==> src/rtl/noc_flit_tx_pkg.sv <==
// Shared flit and packet-header definitions for the NoC node injector
// and its matching receiver.
package noc_flit_tx_pkg;

    localparam int DATA_W    = 32;
    localparam int NODE_ID_W = 8;
    localparam int LEN_W     = 4;
    localparam int SEQ_W     = 8;

    localparam int HEAD_DST_LSB = 0;
    localparam int HEAD_SRC_LSB = 8;
    localparam int HEAD_LEN_LSB = 16;
    localparam int HEAD_SEQ_LSB = 20;

    typedef enum logic [1:0] {
        FLIT_HEAD = 2'd0,
        FLIT_BODY = 2'd1,
        FLIT_TAIL = 2'd2
    } flit_type_t;

    typedef logic [NODE_ID_W-1:0] node_id_t;

    typedef struct packed {
        flit_type_t        ftype;
        logic [DATA_W-1:0] data;
    } flit_t;

    typedef enum logic [1:0] {
        S_IDLE = 2'd0,
        S_BODY = 2'd1,
        S_TAIL = 2'd2
    } tx_state_t;

endpackage

==> src/rtl/noc_flit_tx_if.sv <==
// Node-side header/body inputs and the router-facing flit link.
interface noc_flit_tx_if
    import noc_flit_tx_pkg::*;
#(
    parameter int DATA_W    = noc_flit_tx_pkg::DATA_W,
    parameter int NODE_ID_W = noc_flit_tx_pkg::NODE_ID_W,
    parameter int LEN_W     = noc_flit_tx_pkg::LEN_W
);
    logic                 hdr_valid;
    logic                 hdr_ready;
    logic [NODE_ID_W-1:0] hdr_dst;
    logic [LEN_W-1:0]     hdr_len;
    logic                 body_valid;
    logic                 body_ready;
    logic [DATA_W-1:0]    body_data;
    logic                 flit_valid;
    logic                 flit_ready;
    flit_type_t           flit_type;
    logic [DATA_W-1:0]    flit_data;

    modport master (
        input  hdr_valid, hdr_dst, hdr_len,
        output hdr_ready,
        input  body_valid, body_data,
        output body_ready,
        output flit_valid, flit_type, flit_data,
        input  flit_ready
    );

    modport slave (
        output hdr_valid, hdr_dst, hdr_len,
        input  hdr_ready,
        output body_valid, body_data,
        input  body_ready,
        input  flit_valid, flit_type, flit_data,
        output flit_ready
    );
endinterface

==> src/rtl/noc_flit_tx.sv <==
// Packet injector: HEAD, BODY*len, TAIL(xor checksum) through a single
// output register that only reloads when the router has taken its flit.
module noc_flit_tx
    import noc_flit_tx_pkg::*;
#(
    parameter int DATA_W    = noc_flit_tx_pkg::DATA_W,
    parameter int NODE_ID_W = noc_flit_tx_pkg::NODE_ID_W,
    parameter int LEN_W     = noc_flit_tx_pkg::LEN_W,
    parameter int SEQ_W     = noc_flit_tx_pkg::SEQ_W
) (
    input  logic                 clk,
    input  logic                 rst_n,
    input  logic [NODE_ID_W-1:0] node_id,
    output logic                 busy,
    noc_flit_tx_if.master        lnk
);

    tx_state_t         state_q, state_d;
    logic [SEQ_W-1:0]  seq_q, seq_d;
    logic [DATA_W-1:0] csum_q, csum_d;
    logic [LEN_W-1:0]  rem_q, rem_d;
    logic              fv_q, fv_d;
    flit_type_t        ft_q, ft_d;
    logic [DATA_W-1:0] fd_q, fd_d;
    logic              slot_free;
    logic              hdr_rdy;
    logic              body_rdy;

    assign slot_free = !fv_q || lnk.flit_ready;

    always_comb begin
        state_d  = state_q;
        seq_d    = seq_q;
        csum_d   = csum_q;
        rem_d    = rem_q;
        fv_d     = fv_q && !lnk.flit_ready;
        ft_d     = ft_q;
        fd_d     = fd_q;
        hdr_rdy  = 1'b0;
        body_rdy = 1'b0;
        unique case (state_q)
            S_IDLE: begin
                hdr_rdy = slot_free;
                if (lnk.hdr_valid && slot_free) begin
                    fv_d = 1'b1;
                    ft_d = FLIT_HEAD;
                    fd_d = '0;
                    fd_d[HEAD_DST_LSB +: NODE_ID_W] = lnk.hdr_dst;
                    fd_d[HEAD_SRC_LSB +: NODE_ID_W] = node_id;
                    fd_d[HEAD_LEN_LSB +: LEN_W]     = lnk.hdr_len;
                    fd_d[HEAD_SEQ_LSB +: SEQ_W]     = seq_q;
                    rem_d   = lnk.hdr_len;
                    csum_d  = '0;
                    seq_d   = seq_q + SEQ_W'(1);
                    state_d = (lnk.hdr_len != '0) ? S_BODY : S_TAIL;
                end
            end
            S_BODY: begin
                body_rdy = slot_free;
                if (lnk.body_valid && slot_free) begin
                    fv_d   = 1'b1;
                    ft_d   = FLIT_BODY;
                    fd_d   = lnk.body_data;
                    csum_d = csum_q ^ lnk.body_data;
                    rem_d  = rem_q - LEN_W'(1);
                    if (rem_q == LEN_W'(1)) state_d = S_TAIL;
                end
            end
            S_TAIL: begin
                if (slot_free) begin
                    fv_d    = 1'b1;
                    ft_d    = FLIT_TAIL;
                    fd_d    = csum_q;
                    state_d = S_IDLE;
                end
            end
            default: state_d = S_IDLE;
        endcase
    end

    always_ff @(posedge clk or negedge rst_n) begin
        if (!rst_n) begin
            state_q <= S_IDLE;
            seq_q   <= '0;
            csum_q  <= '0;
            rem_q   <= '0;
            fv_q    <= 1'b0;
            ft_q    <= FLIT_HEAD;
            fd_q    <= '0;
        end else begin
            state_q <= state_d;
            seq_q   <= seq_d;
            csum_q  <= csum_d;
            rem_q   <= rem_d;
            fv_q    <= fv_d;
            ft_q    <= ft_d;
            fd_q    <= fd_d;
        end
    end

    assign lnk.hdr_ready  = hdr_rdy;
    assign lnk.body_ready = body_rdy;
    assign lnk.flit_valid = fv_q;
    assign lnk.flit_type  = ft_q;
    assign lnk.flit_data  = fd_q;
    assign busy           = (state_q != S_IDLE) || fv_q;

endmodule

==> src/flat_wrapper.sv <==
// flat-port wrapper written by rule: the top's interface ports become plain ports
module noc_flit_tx_flat import noc_flit_tx_pkg::*;
#(
    parameter int DATA_W    = noc_flit_tx_pkg::DATA_W,
    parameter int NODE_ID_W = noc_flit_tx_pkg::NODE_ID_W,
    parameter int LEN_W     = noc_flit_tx_pkg::LEN_W,
    parameter int SEQ_W     = noc_flit_tx_pkg::SEQ_W
)
  (clk, rst_n, node_id, busy, lnk_hdr_valid, lnk_hdr_dst, lnk_hdr_len, lnk_hdr_ready, lnk_body_valid, lnk_body_data, lnk_body_ready, lnk_flit_valid, lnk_flit_type, lnk_flit_data, lnk_flit_ready);
  noc_flit_tx_if #(.DATA_W(DATA_W), .NODE_ID_W(NODE_ID_W), .LEN_W(LEN_W)) lnk_i ();
  input  logic clk;
  input  logic rst_n;
  input  logic [NODE_ID_W-1:0] node_id;
  output logic busy;
  input wire logic [$bits(lnk_i.hdr_valid)-1:0] lnk_hdr_valid;
  input wire logic [$bits(lnk_i.hdr_dst)-1:0] lnk_hdr_dst;
  input wire logic [$bits(lnk_i.hdr_len)-1:0] lnk_hdr_len;
  output wire logic [$bits(lnk_i.hdr_ready)-1:0] lnk_hdr_ready;
  input wire logic [$bits(lnk_i.body_valid)-1:0] lnk_body_valid;
  input wire logic [$bits(lnk_i.body_data)-1:0] lnk_body_data;
  output wire logic [$bits(lnk_i.body_ready)-1:0] lnk_body_ready;
  output wire logic [$bits(lnk_i.flit_valid)-1:0] lnk_flit_valid;
  output wire logic [$bits(lnk_i.flit_type)-1:0] lnk_flit_type;
  output wire logic [$bits(lnk_i.flit_data)-1:0] lnk_flit_data;
  input wire logic [$bits(lnk_i.flit_ready)-1:0] lnk_flit_ready;
  assign lnk_i.hdr_valid = lnk_hdr_valid;
  assign lnk_i.hdr_dst = lnk_hdr_dst;
  assign lnk_i.hdr_len = lnk_hdr_len;
  assign lnk_hdr_ready = lnk_i.hdr_ready;
  assign lnk_i.body_valid = lnk_body_valid;
  assign lnk_i.body_data = lnk_body_data;
  assign lnk_body_ready = lnk_i.body_ready;
  assign lnk_flit_valid = lnk_i.flit_valid;
  assign lnk_flit_type = lnk_i.flit_type;
  assign lnk_flit_data = lnk_i.flit_data;
  assign lnk_i.flit_ready = lnk_flit_ready;
  noc_flit_tx #(.DATA_W(DATA_W), .NODE_ID_W(NODE_ID_W), .LEN_W(LEN_W), .SEQ_W(SEQ_W)) u_core (.clk(clk), .rst_n(rst_n), .node_id(node_id), .busy(busy), .lnk(lnk_i));
endmodule
==> config.mk <==
export PLATFORM = sky130hd
export DESIGN_NAME = noc_flit_tx_flat
export DESIGN_NICKNAME = d
export VERILOG_FILES = /design/src/rtl/noc_flit_tx_pkg.sv /design/src/rtl/noc_flit_tx_if.sv /design/src/rtl/noc_flit_tx.sv /design/src/flat_wrapper.sv
export SDC_FILE = /design/constraint.sdc
export NUM_CORES = 1
export LEC_CHECK = 0
export BUFFER_PORTS_ARGS = -buffer_cell sky130_fd_sc_hd__buf_4
export CAP_MARGIN = 25
export CORE_UTILIZATION = 55
export CTS_BUF_LIST = sky130_fd_sc_hd__clkbuf_16
export DETAILED_ROUTE_END_ITERATION = 8
export GPL_TIMING_DRIVEN = 0
export PLACE_DENSITY = 0.88
export SYNTH_ARGS = -nofsm -noshare
export SYNTH_HDL_FRONTEND = slang
export SYNTH_SLANG_ARGS = --single-unit
==> constraint.sdc <==
create_clock -name clk -period 2.3 [get_ports clk]
set_input_delay 0.46 -clock clk [delete_from_list [all_inputs] [get_ports clk]]
set_output_delay 0.46 -clock clk [all_outputs]
set_load 0.01 [all_outputs]
# After elaboration in Yosys (flattened, before gate mapping)
# Index checks and enable logic that the tools add are counted.
dict set report word_totals {
  register_bits 81
  latch_bits 0
  mem_bits_rw 0
  romBits 0
  output_inout_bits 38
  elab_cells 59
  n_memories 0
}
dict set report op_classes {
  n_addsub 2
  multipliers 0
  n_div 0
  magnitude_cmp 0
  n_eq_ne 7
  shifts 0
  n_mux 26
  n_bitwise 1
  n_reduce_logical 16
}
# operator n
set ops {}
lappend ops {{2-to-1 mux 32 bit} 5}
lappend ops {{case mux 32 bit (3 select lines)} 1}
lappend ops {{case mux 32 bit (2 select lines)} 1}
lappend ops {{bitwise XOR 32 bit} 1}
lappend ops {{2-to-1 mux 2 bit} 8}
lappend ops {{case mux 2 bit (3 select lines)} 2}
lappend ops {{adder 8 x 1 -> 8 bit, second input constant} 1}
lappend ops {{2-to-1 mux 4 bit} 2}
lappend ops {{!= test 2 x 1 -> 1 bit, second input constant} 4}
lappend ops {{case mux 4 bit (2 select lines)} 1}
lappend ops {{AND reduction 4 bit} 2}
lappend ops {{2-to-1 mux 1 bit} 5}
lappend ops {{== test 4 x 1 -> 1 bit, second input constant} 1}
lappend ops {{nonzero test 2 bit} 2}
lappend ops {{nonzero test 4 bit} 1}
lappend ops {{subtractor 4 x 1 -> 4 bit, second input constant} 1}
lappend ops {{logical AND 1 bit} 3}
lappend ops {{case mux 1 bit (3 select lines)} 1}
lappend ops {{AND reduction 3 bit} 1}
lappend ops {{nonzero test 3 bit} 1}
lappend ops {{== test 2 x 1 -> 1 bit, second input constant} 1}
lappend ops {{== test 2 bit, second input constant} 1}
lappend ops {{zero test 1 bit} 2}
lappend ops {{zero test 2 bit} 1}
lappend ops {{other kinds (2)} 3}

# Depth between registers and ports, before layout
dict set report depth {
  word_depth 5
  mapped_depth 9
}

# Worst setup path before layout
# Ideal clock, no wire load.
dict set report synth_path {
  path_type {reg-to-reg}
  start {register u_core.state_q[0]}
  end {register u_core.state_q[0]}
  arrival_ns 1.626
  required_time_ns 2.175
  path_slack_ns 0.549
  stages_incl_launch_ff 8
  path_buffers 1
  period_less_slack_ns 1.751
  cell_sequence {dfrtp_1 inv_1 ha_1 buf_2 nor3_2 o211ai_1 a21oi_1 mux2_2}
}
dict set report synth_between {
  elab_chain_len 3
  elab_cells_between_ends 9
}
# item line_no
set synth_rtl {}
lappend synth_rtl {{start: declaration} noc_flit_tx.sv:18} ;# tx_state_t state_q, state_d;
lappend synth_rtl {{start signal: assignment} noc_flit_tx.sv:91} ;# state_q <= state_d;
lappend synth_rtl {{== test 2 x 1 -> 1 bit, or another cell as far along} noc_flit_tx.sv:41} ;# unique case (state_q)
lappend synth_rtl {{!= test 2 x 1 -> 1 bit (no line)} -}
lappend synth_rtl {{AND reduction 4 bit (no line)} -}
# Several ways; a longest one is shown, not always the timed one.
# A chain may end at the register's enable or synchronous reset.

# Worst setup path after layout
dict set report layout_path {
  start {register u_core.state_q[1]}
  end {output lnk_body_ready}
}
dict set report layout_between {
  elab_chain_len 2
}
# item line_no
set layout_rtl {}
lappend layout_rtl {{== test 2 x 1 -> 1 bit} noc_flit_tx.sv:41}
lappend layout_rtl {{2-to-1 mux 1 bit} noc_flit_tx.sv:41}
lappend layout_rtl {{end: declaration} flat_wrapper.sv:21} ;# output wire logic [$bits(lnk_i.body_ready)-1:0] lnk_body_ready;
# Every way passes these cells.

==> reports/qor.txt <==
Ys flop type = dfrtp_1
Worst-path maximum fanout = 19
Peak VDD IR = 0.969 mV
Commonest cells after routing, fill and taps aside = 97 x buf_4, 81 x dfrtp_1, 70 x nand2_1
CTS tree = yes
Commonest non-fill, non-tap cell in the layout = buf_4
Layout cells sized above 1 = 31.1%
Starting Density = 58.0%
Post-CTS setup buffer count = 0
Root Driver = clkbuf_16
Crit-path cells = inv_1 > ha_1 > buf_4 > and2_1 > buf_4
Final min period = 2150 ps
Clock sinks = 81
Clock transition at path regs = 60 ps
Crit path capture type = output port
Initial DRC Count = 305
H-tree Lvls = 3
Ant diodes = 0
Synth warnings = 0
Status = complete, no violations
Slowest stage delay, CP = 420 ps
Worst Tran Pin Value = 618 ps
Grt ovf = 0
Residual DRC = 0
Antenna-violating nets left = 0
Average wire per standard cell = 18.2 microns
Min-delay worst type = primary input to register
Origin of the worst min-delay path = lnk_hdr_valid
Worst r2r dst = u_core.lnk.flit_data[16]$_DFFE_PN0P_
Rows = 32
CP arrival = 1690 ps
Gates resized, CTS repair = 0
Peak Freq = 464 MHz
CP top delay family = buffers and inverters
Die area = 8640 sq um
EDFF count, synth = 0
Clk buf depth = 2
R2R Setup Slk = 160 ps
PortBufs = 94
Synth Net Count = 514
Post-synthesis register bit count = 81
Power density cells = 1610 nW/um^2
Vias = 3,969
WHS Endpoint = u_core.lnk.flit_valid$_DFF_PN0_
Slowest CP cell = dfrtp_1
Vias per cell = 6.00
Reg2Reg Depth = 7
Post-synthesis cell count = 448
Slew Limit Fails = 0
Worst r2r src = u_core.state_q[0]$_DFFE_PN0P_
Worst Path Buf+Inv = 3
Initial antenna violation count = 0
RSZ-0062 raised after global routing = false
Synth async-reset ratio = 100%
Non-Filler Instances = 661
Leakage Power = 2.58 nW
Number of global-route vias before repair = 3,913
Sum Neg Setup Slack = 0 ps
Max cap viols = 0
Post-Syn Area per Cell = 10.2 sq um
Worst setup margin = 145 ps
TritonRoute pass-1 iters = 5
Final Total Pwr = 9.25 mW
Worst slack, placed = 202 ps
Largest net degree at the start of global routing = 82
CP dominant cell by count = buf_4
Setup-failing EPs final = 0
Ports = 95
Final HPWL from detailed placement = 8280 microns
Final net count = 620
Worst setup path class = register to output port
Die height = 93.0 microns
Period utilisation layout = 93.7%
Hold Vio Cnt, Final = 0
Dpl cells = 644
Worst EP required = 1840 ps
Routability cong. = 0.809
Die Span X = 93.0 microns
Layout area overhead = 26.6%
Worst-Skew Late Latency = 340 ps
Final wirelength = 12,000 microns
Worst slew margin = 58.8%
Post-Syn Area = 4550 sq um
Worst hold slack = 394 ps
Distinct cells, synth = 45
Total GRT Usage = 29.1%
Number of buffers created by CTS = 9
Post-Route Skew = 4.87 ps
Global-route wire length before repair = 19,200 microns
CP Launch Type = register
Seq/Total Area, Yosys = 44.5%
Worst hold path depth = 3
Core area = 7850 sq um
state kept, by name, summed over array words and instances, names as in the netlist:
name and flops:
u_core.seq_q 8, u_core.lnk.flit_valid 1, u_core.rem_q 4, u_core.lnk.flit_data 32, u_core.csum_q 32, u_core.lnk.flit_type 2, u_core.state_q 2
worst max-delay path by stage:
stage	cells past startpoint	start	slack [ps]	to
global placement	7	u_core.state_q[0]$_DFFE_PN0P_	330	u_core.lnk.flit_data[16]$_DFFE_PN0P_
finish	5	u_core.state_q[1]$_DFFE_PN0P_	150	lnk_body_ready
detailed placement	7	u_core.state_q[0]$_DFFE_PN0P_	200	u_core.lnk.flit_data[16]$_DFFE_PN0P_
global route	7	u_core.state_q[0]$_DFFE_PN0P_	40	u_core.lnk.flit_data[16]$_DFFE_PN0P_
floorplan	7	u_core.state_q[0]$_DFFE_PN0P_	550	u_core.state_q[0]$_DFFE_PN0P_
CTS	5	u_core.state_q[1]$_DFFE_PN0P_	150	lnk_body_ready
worst reg2reg max path, stage by stage (launching register included):
cell	delay, ps
dfrtp_1	430
inv_1	130
ha_1	150
buf_2	200
nor3_2	90
o2111ai_2	280
clkbuf_1	530
o21ai_0	200
stage by stage:
step | util, % | area [sq um]
floorplan | - | 4550
global placement | 68.6 | 5380
detailed placement | 68.6 | 5380
CTS | 72.9 | 5720
global route | 73.4 | 5760
finish | 73.4 | 5760
cells by family after synthesis:
kind of cell	synth area share, %
compound gates	25.8
simple gates	18.4
flops	44.5
buf+inv	6.13
fa+ha+maj	2.47
xor+xnor	1.35
mux	1.37
report_power, final:
group	internal [mW]	switching [mW]
Combinational	2.18	2.83
Sequential	2.07	0.498
Clock	1.06	0.608
Yosys cell counts (all sizes together) (2+ instances only):
cell,number,share of area (%)
dfrtp,81,45
nand2,70,5.8
o21ai,66,7.3
o21a,33,5.4
a21boi,32,5.3
nor3b,32,8.4
a22oi,28,4.6
buf,25,4.6
clkbuf,11,0.99
ha,9,2.5
inv,6,0.49
nand2b,6,1.4
xnor2,6,1.2
and2,5,0.69
nand3,5,0.55
a21oi,4,0.44
a22o,4,0.77
mux2,4,1.2
nor3,3,0.44
nor2,2,0.17
nor2b,2,0.27
o2111ai,2,0.91
o211ai,2,0.33
final cells by class:
class / count / area [sq um]
clock inverters: 7 / 118
flip-flops and latches: 81 / 2030
multi-input cells: 325 / 2240
repair buffers: 96 / 743
well taps: 102 / 128
clock buffers: 9 / 225
fillers: 547 / 2090
inverters: 6 / 22.5
plain buffers: 35 / 251
per-layer routing:
| layer | global-route usage [%] | wire, microns |
|---|---|---|
| met1 | 37.5 | 4890 |
| met4 | 13.2 | 283 |
| met3 | 5.34 | 877 |
| met2 | 47.5 | 5980 |
| met5 | 0 | 0 |
what timing repair did:
action | 4_1_cts | 5_1_grt
setup endpoints to repair | 1 | 0
hold buffers | 0 | 1
endpoints found under the hold margin | 0 | 13
No activity file was read; power rests on OpenSTA's default activity.
